$ cat config.mk
export PLATFORM = sky130hd
export DESIGN_NAME = fen_src_arbiter
export DESIGN_NICKNAME = d
export VERILOG_FILES = /design/src/rtl/fen_pkg.sv /design/src/rtl/fen_rr_arb2.sv /design/src/rtl/fen_src_arbiter.sv
export SDC_FILE = /design/constraint.sdc
export NUM_CORES = 1
export LEC_CHECK = 0
export ABC_AREA = 0
export CORE_ASPECT_RATIO = 1.25
export CORE_UTILIZATION = 53
export CTS_BUF_LIST = sky130_fd_sc_hd__clkbuf_4
export CTS_CLUSTER_DIAMETER = 120
export DETAILED_ROUTE_END_ITERATION = 7
export MAX_ROUTING_LAYER = met4
export PLACE_DENSITY = 0.87
export SETUP_SLACK_MARGIN = 0.15
export SLEW_MARGIN = 20
export SYNTH_ARGS = -nofsm -noshare
export SYNTH_HDL_FRONTEND = slang
export SYNTH_SLANG_ARGS = --single-unit
$ cat constraint.sdc
create_clock -name clk -period 5.4 [get_ports clk]
set_clock_uncertainty 0.15 [all_clocks]
set_input_delay 1.08 -clock clk [delete_from_list [all_inputs] [get_ports clk]]
set_output_delay 1.08 -clock clk [all_outputs]
set_load 0.03 [all_outputs]
$ cat src/rtl/fen_pkg.sv
// Shared definitions for the FEN source arbiter.
//   FenByteW    - width of one ASCII FEN byte on every stream
//   arb_state_e - arbiter FSM state encoding
package fen_pkg;

  localparam int unsigned FenByteW = 8;

  typedef enum logic [1:0] {
    StIdle,
    StFwd,
    StWaitPos
  } arb_state_e;

endpackage

$ cat src/rtl/fen_rr_arb2.sv
// Two-way round-robin arbiter with a last-grant pointer register.
//   clk, rst_n   - clock, asynchronous active-low reset
//   req_i[1:0]   - request per source
//   en_i         - arbitration allowed this cycle (pointer only moves on a grant)
//   gnt_valid_o  - a grant is issued this cycle
//   gnt_id_o     - index of the granted source
module fen_rr_arb2 (
  input  logic       clk,
  input  logic       rst_n,
  input  logic [1:0] req_i,
  input  logic       en_i,
  output logic       gnt_valid_o,
  output logic       gnt_id_o
);

  logic last_q, last_d;

  always_comb begin
    gnt_valid_o = en_i & (|req_i);
    // On a tie the source not granted last wins; otherwise the lone requester.
    if (req_i == 2'b11) begin
      gnt_id_o = ~last_q;
    end else begin
      gnt_id_o = req_i[1];
    end
    last_d = gnt_valid_o ? gnt_id_o : last_q;
  end

  // Pointer resets to 1 so source 0 wins the first tie.
  always_ff @(posedge clk or negedge rst_n) begin
    if (!rst_n) begin
      last_q <= 1'b1;
    end else begin
      last_q <= last_d;
    end
  end

endmodule

$ cat src/rtl/fen_src_arbiter.sv
// Arbitrates two FEN byte sources (host link, UART) onto one FEN decoder.
// A granted packet is forwarded with one register stage; after its last byte the
// arbiter holds the decoder until the decoder reports the end of its square stream
// (or a timeout expires), then returns to arbitration.
//   clk, rst_n                      - clock, asynchronous active-low reset
//   s0_*/s1_* data/valid/sop/eop    - source beats; s*_ready accepts a beat
//   dec_data/valid/sop/eop          - registered beat stream to the decoder
//   dec_pos_valid, dec_pos_eop      - decoder square-stream qualifiers
//   grant_id                        - source owning the decoder
//   busy                            - arbiter not idle
//   pkt_done, err_timeout           - one-cycle completion / timeout pulses
//   drop_count                      - saturating count of stray beats discarded while idle
module fen_src_arbiter
  import fen_pkg::*;
#(
  parameter int unsigned TIMEOUT_CYCLES = 1024,
  parameter int unsigned DROP_W         = 8
) (
  input  logic                clk,
  input  logic                rst_n,
  input  logic [FenByteW-1:0] s0_data,
  input  logic                s0_valid,
  input  logic                s0_sop,
  input  logic                s0_eop,
  output logic                s0_ready,
  input  logic [FenByteW-1:0] s1_data,
  input  logic                s1_valid,
  input  logic                s1_sop,
  input  logic                s1_eop,
  output logic                s1_ready,
  output logic [FenByteW-1:0] dec_data,
  output logic                dec_valid,
  output logic                dec_sop,
  output logic                dec_eop,
  input  logic                dec_pos_valid,
  input  logic                dec_pos_eop,
  output logic                grant_id,
  output logic                busy,
  output logic                pkt_done,
  output logic                err_timeout,
  output logic [DROP_W-1:0]   drop_count
);

  localparam int unsigned       TimerW    = $clog2(TIMEOUT_CYCLES) + 1;
  localparam logic [TimerW-1:0] TimerLast = TimerW'(TIMEOUT_CYCLES - 1);

  arb_state_e          state_q, state_d;
  logic                grant_id_q, grant_id_d;
  logic [FenByteW-1:0] dec_data_q, dec_data_d;
  logic                dec_valid_q, dec_valid_d;
  logic                dec_sop_q, dec_sop_d;
  logic                dec_eop_q, dec_eop_d;
  logic                pkt_done_q, pkt_done_d;
  logic                err_timeout_q, err_timeout_d;
  logic [DROP_W-1:0]   drop_count_q, drop_count_d;
  logic [TimerW-1:0]   timer_q, timer_d;

  logic                rdy0, rdy1;
  logic                stray0, stray1;
  logic [DROP_W:0]     drop_sum;
  logic                arb_gnt_valid, arb_gnt_id;
  logic                sel_valid, sel_sop, sel_eop;
  logic [FenByteW-1:0] sel_data;

  assign stray0 = s0_valid & ~s0_sop;
  assign stray1 = s1_valid & ~s1_sop;

  fen_rr_arb2 u_rr_arb (
    .clk         (clk),
    .rst_n       (rst_n),
    .req_i       ({s1_valid & s1_sop, s0_valid & s0_sop}),
    .en_i        (state_q == StIdle),
    .gnt_valid_o (arb_gnt_valid),
    .gnt_id_o    (arb_gnt_id)
  );

  // Beat from the source currently owning the decoder.
  always_comb begin
    if (grant_id_q) begin
      sel_valid = s1_valid;
      sel_sop   = s1_sop;
      sel_eop   = s1_eop;
      sel_data  = s1_data;
    end else begin
      sel_valid = s0_valid;
      sel_sop   = s0_sop;
      sel_eop   = s0_eop;
      sel_data  = s0_data;
    end
  end

  always_comb begin
    state_d       = state_q;
    grant_id_d    = grant_id_q;
    dec_data_d    = dec_data_q;
    dec_valid_d   = 1'b0;
    dec_sop_d     = 1'b0;
    dec_eop_d     = 1'b0;
    pkt_done_d    = 1'b0;
    err_timeout_d = 1'b0;
    drop_count_d  = drop_count_q;
    timer_d       = '0;
    rdy0          = 1'b0;
    rdy1          = 1'b0;
    // Wide sum so a carry out means the counter must saturate.
    drop_sum      = {1'b0, drop_count_q} + {{DROP_W{1'b0}}, stray0}
                    + {{DROP_W{1'b0}}, stray1};

    case (state_q)
      StIdle: begin
        // Non-sop beats are swallowed; sop beats wait for the grant.
        rdy0 = stray0;
        rdy1 = stray1;
        drop_count_d = drop_sum[DROP_W] ? {DROP_W{1'b1}} : drop_sum[DROP_W-1:0];
        if (arb_gnt_valid) begin
          grant_id_d = arb_gnt_id;
          state_d    = StFwd;
        end
      end
      StFwd: begin
        rdy0 = ~grant_id_q;
        rdy1 = grant_id_q;
        if (sel_valid) begin
          dec_valid_d = 1'b1;
          dec_sop_d   = sel_sop;
          dec_eop_d   = sel_eop;
          dec_data_d  = sel_data;
          if (sel_eop) begin
            state_d = StWaitPos;
          end
        end
      end
      StWaitPos: begin
        timer_d = timer_q + 1'b1;
        // Decoder completion takes priority over a timeout in the same cycle.
        if (dec_pos_valid && dec_pos_eop) begin
          pkt_done_d = 1'b1;
          state_d    = StIdle;
          timer_d    = '0;
        end else if (timer_q == TimerLast) begin
          err_timeout_d = 1'b1;
          state_d       = StIdle;
          timer_d       = '0;
        end
      end
      default: begin
        state_d = StIdle;
      end
    endcase
  end

  always_ff @(posedge clk or negedge rst_n) begin
    if (!rst_n) begin
      state_q       <= StIdle;
      grant_id_q    <= 1'b0;
      dec_data_q    <= '0;
      dec_valid_q   <= 1'b0;
      dec_sop_q     <= 1'b0;
      dec_eop_q     <= 1'b0;
      pkt_done_q    <= 1'b0;
      err_timeout_q <= 1'b0;
      drop_count_q  <= '0;
      timer_q       <= '0;
    end else begin
      state_q       <= state_d;
      grant_id_q    <= grant_id_d;
      dec_data_q    <= dec_data_d;
      dec_valid_q   <= dec_valid_d;
      dec_sop_q     <= dec_sop_d;
      dec_eop_q     <= dec_eop_d;
      pkt_done_q    <= pkt_done_d;
      err_timeout_q <= err_timeout_d;
      drop_count_q  <= drop_count_d;
      timer_q       <= timer_d;
    end
  end

  // Readies are combinational from idle state, so mask them while reset is held.
  assign s0_ready    = rdy0 & rst_n;
  assign s1_ready    = rdy1 & rst_n;
  assign dec_data    = dec_data_q;
  assign dec_valid   = dec_valid_q;
  assign dec_sop     = dec_sop_q;
  assign dec_eop     = dec_eop_q;
  assign grant_id    = grant_id_q;
  assign busy        = (state_q != StIdle);
  assign pkt_done    = pkt_done_q;
  assign err_timeout = err_timeout_q;
  assign drop_count  = drop_count_q;

endmodule

**Word level (Yosys, flattened, before mapping)**

Cells that the tools add are included.

- $add $sub $neg: 3
- Equality and inequality tests: 8
- Multiplexer cells: 28
- Bitwise operators: 11
- Reductions and logical operators: 7

Operator list:

| cell | number |
|---|---|
| $mux W11 | 3 |
| $mux W8 | 2 |
| $mux W1 | 15 |
| $add A11 B1 Y11 const B | 1 |
| $eq A11 B10 Y1 const B | 1 |
| $mux W2 | 5 |
| $add A8 B1 Y9 | 1 |
| $add A9 B1 Y9 | 1 |
| $and A1 B1 Y1 | 7 |
| $ne A2 B2 Y1 const B | 3 |
| $pmux W2 S3 | 1 |
| $eq A2 B2 Y1 const B | 2 |
| $not A1 Y1 | 4 |
| $pmux W1 S2 | 2 |
| $reduce_and A2 Y1 | 2 |
| $reduce_and A4 Y1 | 1 |
| $ne A3 B3 Y1 const B | 1 |
| $eq A2 B1 Y1 const B | 1 |
| $logic_not A2 Y1 | 1 |
| $reduce_bool A2 Y1 | 1 |
| $reduce_or A2 Y1 | 1 |
| $logic_and A1 B1 Y1 | 1 |

- Register bits after elaboration: 36
- Output and inout port bits: 25

**Depth between registers and ports, before layout**

- Depth after elaboration: 5
- Gate-level depth with buffers: 7
- Depth with buffers taken out: 7

**Modules after synthesis**

Synthesis repeated with hierarchy kept, for this count alone.

- Cell total of the unflattened synthesis: 166
- Area, all modules: 1830.5 um^2

Modules (own cells, without submodules):

| module | times used | cells an instance | area each (um^2) | sequential area each (um^2) |
|---|---|---|---|---|
| fen_src_arbiter | 1 | 161 | 1778.0 | 875.8 |
| fen_rr_arb2 | 1 | 5 | 52.6 | 26.3 |

**Least setup slack after synthesis**

No wires, ideal clock.

- Kind: in2out
- Start point: input s0_sop
- End point: output s0_ready
- Arrival: 1.892 ns
- Path slack: 2.278 ns
- Stages on the path: 3
- Path through: nand2b_1 > mux2_2 > nor2_1

- Longest elaborated chain between the ends: 4

RTL lines:

| item | RTL line | RTL |
|---|---|---|
| start, declared | fen_src_arbiter.sv:23 | `input logic s0_sop,` |
| $not A1 Y1 | fen_src_arbiter.sv:65 | `assign stray0 = s0_valid & ~s0_sop;` |
| $and A1 B1 Y1 | fen_src_arbiter.sv:65 |  |
| $pmux W1 S2 | fen_src_arbiter.sv:109 | `case (state_q)` |
| $and A1 B1 Y1 | fen_src_arbiter.sv:179 | `assign s0_ready = rdy0 & rst_n;` |
| end, declared | fen_src_arbiter.sv:25 | `output logic s0_ready,` |

No other way between the ends.

**Final worst setup path**

Same ends and word-level chain as after synthesis.

==> impl_metrics.yaml <==
outcome:
  outcome: "completed"
layout:
  drive_above_1_share_pct: 14.68
  antenna_cells: 0
  commonest_non_fill_non_tap_cell_in_the_layout: "sky130_fd_sc_hd__clkdlybuf4s50_1"
  register_area_um2: 902.1
  design.final.nets: 246
  multi_input_area_um2: 863.3
  nFillCells: 223
  flow.area_growth_from_synthesis_pct: 32.35
  layout.cells.most_common_list: "sky130_fd_sc_hd__clkdlybuf4s50_1 (50), sky130_fd_sc_hd__dfrtp_1 (35), sky130_fd_sc_hd__mux2_2 (18)"
clock_network:
  post_cts.repair.setup_buffers: 0
  clock-sinks: 36
  cts.reportedPaths.clkPinSlew_ns: 0.09
  htreeDepth: 2
  postCtsResizedCells: 0
  postCtsHoldBufs: 0
  cts_root_buf: "sky130_fd_sc_hd__clkbuf_4"
  tritoncts: "done"
  clk_latency_ns: 0.35
  cts_made_buffers: 5
  cts.path.max_buffers: 2
critical_path:
  worstPathMaxFanout: 3
  regToRegSetupSlack_ns: 3.29
  nature_of_the_critical_path_startpoint: "input pin"
  criticalPathCategory: "input pin to output port"
  slowest_stage: "sky130_fd_sc_hd__clkdlybuf4s50_1"
  timing.critical_path.arrival_ns: 2.74
  crit_reg_reg_endpoint: "drop_count[6]"
  worst_r2r_path_depth: 7
  timing.critical_path.mode_cell: "sky130_fd_sc_hd__clkdlybuf4s50_1"
  cp_slowest_stage_delay_ns: 0.67
  cp_cell_sequence: "clkdlybuf4s50_1, nand2b_1, mux2_2, nor2_1, clkdlybuf4s50_1"
  cp-end-kind: "output port"
  timing.rr.start: "drop_count[0]"
  required_time_of_the_critical_path_ns: 4.17
  setup.worst_path.start: "s0_sop"
  critical_path.endpoint: "s0_ready"
timing:
  final.period_utilization_pct: 73.45
  max_freq_mhz: 252.1
  hold_slack_ns: 0.3458
  rsz0062_at_grt: "false"
  final-hold-violation-count: 0
  layout_min_cycle_time_ns: 3.966
  setup-violations-final: 0
  timing_worst_slew_pin_value_ns: 0.6064
  final.setup.tns_ns: 0
  max-slew-margin-rel_pct: 59.58
  setup_ws_ns: 1.434
  slew_violations: 0
power_and_ir_drop:
  post-layout-total-power_mw: 1.112
  total_leakage_power_nw: 0.9925
  power_per_cell_area_mw_per_mm2: 462.0
  vdd_ir_drop_max_v: 0.0004457
yosys:
  number_of_nets_in_the_synthesized_netlist: 192
  post_syn_area_per_cell_um2: 11.15
  yosys_register_bits: 36
  synth-seq-area-share_pct: 49.62
  netlist-cell-type-count: 44
  synth_edf_count: 0
  synth_warnings: 0
  synth-async-reset-ratio_pct: 100.0
  postSynth.topFlopCell: "sky130_fd_sc_hd__dfrtp_1"
  cell_count_after_synthesis: 163
  netlist_area_mm2: 0.001818
placement:
  placement.io_buffers: 50
  pre_cts_slack_ns: 1.437
  globalplace.congestion: 0.7925
  detailed_place_hpwl_um: 2970
route:
  avgRoutedWirePerCell_um: 15.45
  final_antenna_net_count: 0
  viasPerCell: 5.875
  num_vias: 1498
  first_pass_iters: 4
  detail_route.iter0.violations: 29
  detail_route.wirelength_um: 3940
  drcViolationCount: 0
floorplanning:
  die_height_um: 67.48
  floorplan.die.width_um: 54.39
  start_util_pct: 55.91
  rows: 23
  die_area_mm2: 0.003670
  pin_count: 51
  core_region_area_mm2: 0.003252
grt:
  globalRoute.totalOverflow: 0
  grt_pass1_wl_um: 6734
  grt_max_degree: 37
  groute.usage.overall_pct: 26.95
  vias_in_the_first_global_route: 1474
  antenna_found_initial: 0
run:
  drv_cap: 0
worst_hold_path:
  holdCritStartpoint: "u_rr_arb.last_q"
  hp-class: "register to register"
## kinds of logic (layout without fill, tap and decap cells)
kind of cell               after synthesis  count (layout)  share of synthesized area [%]
DFF                                     36              36                          49.62
buffers and inverters                   13              68                          2.890
xor gates and xnor gates                 3               3                          1.446
AOI/OAI and AO/OA                       27              27                          9.979
adders and majority gates                3               3                          2.477
muxes                                   21              21                          12.80
and+or+nand+nor                         60              60                          20.79
## through the flow
| step | std cells | utilization (%) | area [um^2] |
|---|---|---|---|
| finish | 255 | 73.99 | 2406 |
| global placement | 247 | 72.37 | 2354 |
| detailed placement | 247 | 72.37 | 2354 |
| global route | 255 | 73.99 | 2406 |
| CTS | 255 | 73.99 | 2406 |
| floorplan | 163 | - | 1818 |
## registers in the layout (all words and copies together), names as in the netlist
name             flops
dec_sop              1
drop_count           8
timer_q             11
dec_valid            1
state_q              2
dec_eop              1
dec_data             8
err_timeout          1
u_rr_arb.last_q      1
pkt_done             1
grant_id             1
## report_power, final
part	internal, mW	leakage, nW	switching (mW)
logic	0.255	0.502	0.291
registers	0.346	0.459	0.0809
clock network	0.0532	0.0307	0.0856
## metal layers
layer	global-route usage, %	routed length, um	vias up
met5	-	0	-
met4	11.22	64	0
met3	7.658	246	6
met2	42.84	2013	63
met1	31.40	1616	724
li1	-	-	705
## cell usage after synthesis, types with 2 or more instances
| master | n | area share (%) |
|---|---|---|
| sky130_fd_sc_hd__o31ai_1 | 2 | 0.83 |
| sky130_fd_sc_hd__mux2i_1 | 3 | 1.7 |
| sky130_fd_sc_hd__inv_1 | 9 | 1.9 |
| sky130_fd_sc_hd__nand2b_1 | 6 | 2.1 |
| sky130_fd_sc_hd__or3_1 | 4 | 1.4 |
| sky130_fd_sc_hd__nor3_1 | 6 | 1.7 |
| sky130_fd_sc_hd__nand2_1 | 10 | 2.1 |
| sky130_fd_sc_hd__nor2_1 | 7 | 1.4 |
| sky130_fd_sc_hd__nand3_1 | 7 | 1.9 |
| sky130_fd_sc_hd__a21oi_1 | 5 | 1.4 |
| sky130_fd_sc_hd__a211oi_1 | 3 | 1.2 |
| sky130_fd_sc_hd__nand4_1 | 3 | 1.0 |
| sky130_fd_sc_hd__xnor2_1 | 2 | 0.96 |
| sky130_fd_sc_hd__mux2_2 | 18 | 11 |
| sky130_fd_sc_hd__ha_1 | 2 | 1.4 |
| sky130_fd_sc_hd__buf_2 | 3 | 0.83 |
| sky130_fd_sc_hd__nor3b_1 | 4 | 1.7 |
| sky130_fd_sc_hd__a31oi_1 | 2 | 0.69 |
| sky130_fd_sc_hd__dfrtp_1 | 35 | 48 |
| sky130_fd_sc_hd__o21ai_0 | 6 | 1.7 |
| sky130_fd_sc_hd__and4_1 | 2 | 0.96 |
| sky130_fd_sc_hd__o21a_1 | 2 | 0.83 |
## worst max-delay path, delay by kind of cell
family	cells	cell delay, ns
simple gates	2	0.28
buf+inv	2	1.10
mux	1	0.27
## cell type report
type / count / share of cell area (%)
clock inverter: 2 / 0.3120
sequential: 36 / 37.49
timing repair buffer: 51 / 21.11
multi-input combinational: 114 / 35.88
inverter: 9 / 1.404
tap: 37 / 1.924
clock buffer: 6 / 1.872
## worst min-delay path by stage
stage,end,slack [ns],depth (start not counted)
final,u_rr_arb.last_q,0.35,2
after global routing,u_rr_arb.last_q,0.40,2
after CTS,u_rr_arb.last_q,0.35,2
after detailed placement,u_rr_arb.last_q,0.33,2
after global placement,u_rr_arb.last_q,0.32,2
after floorplan,u_rr_arb.last_q,0.31,2
No activity file was read; power rests on OpenSTA's default activity.
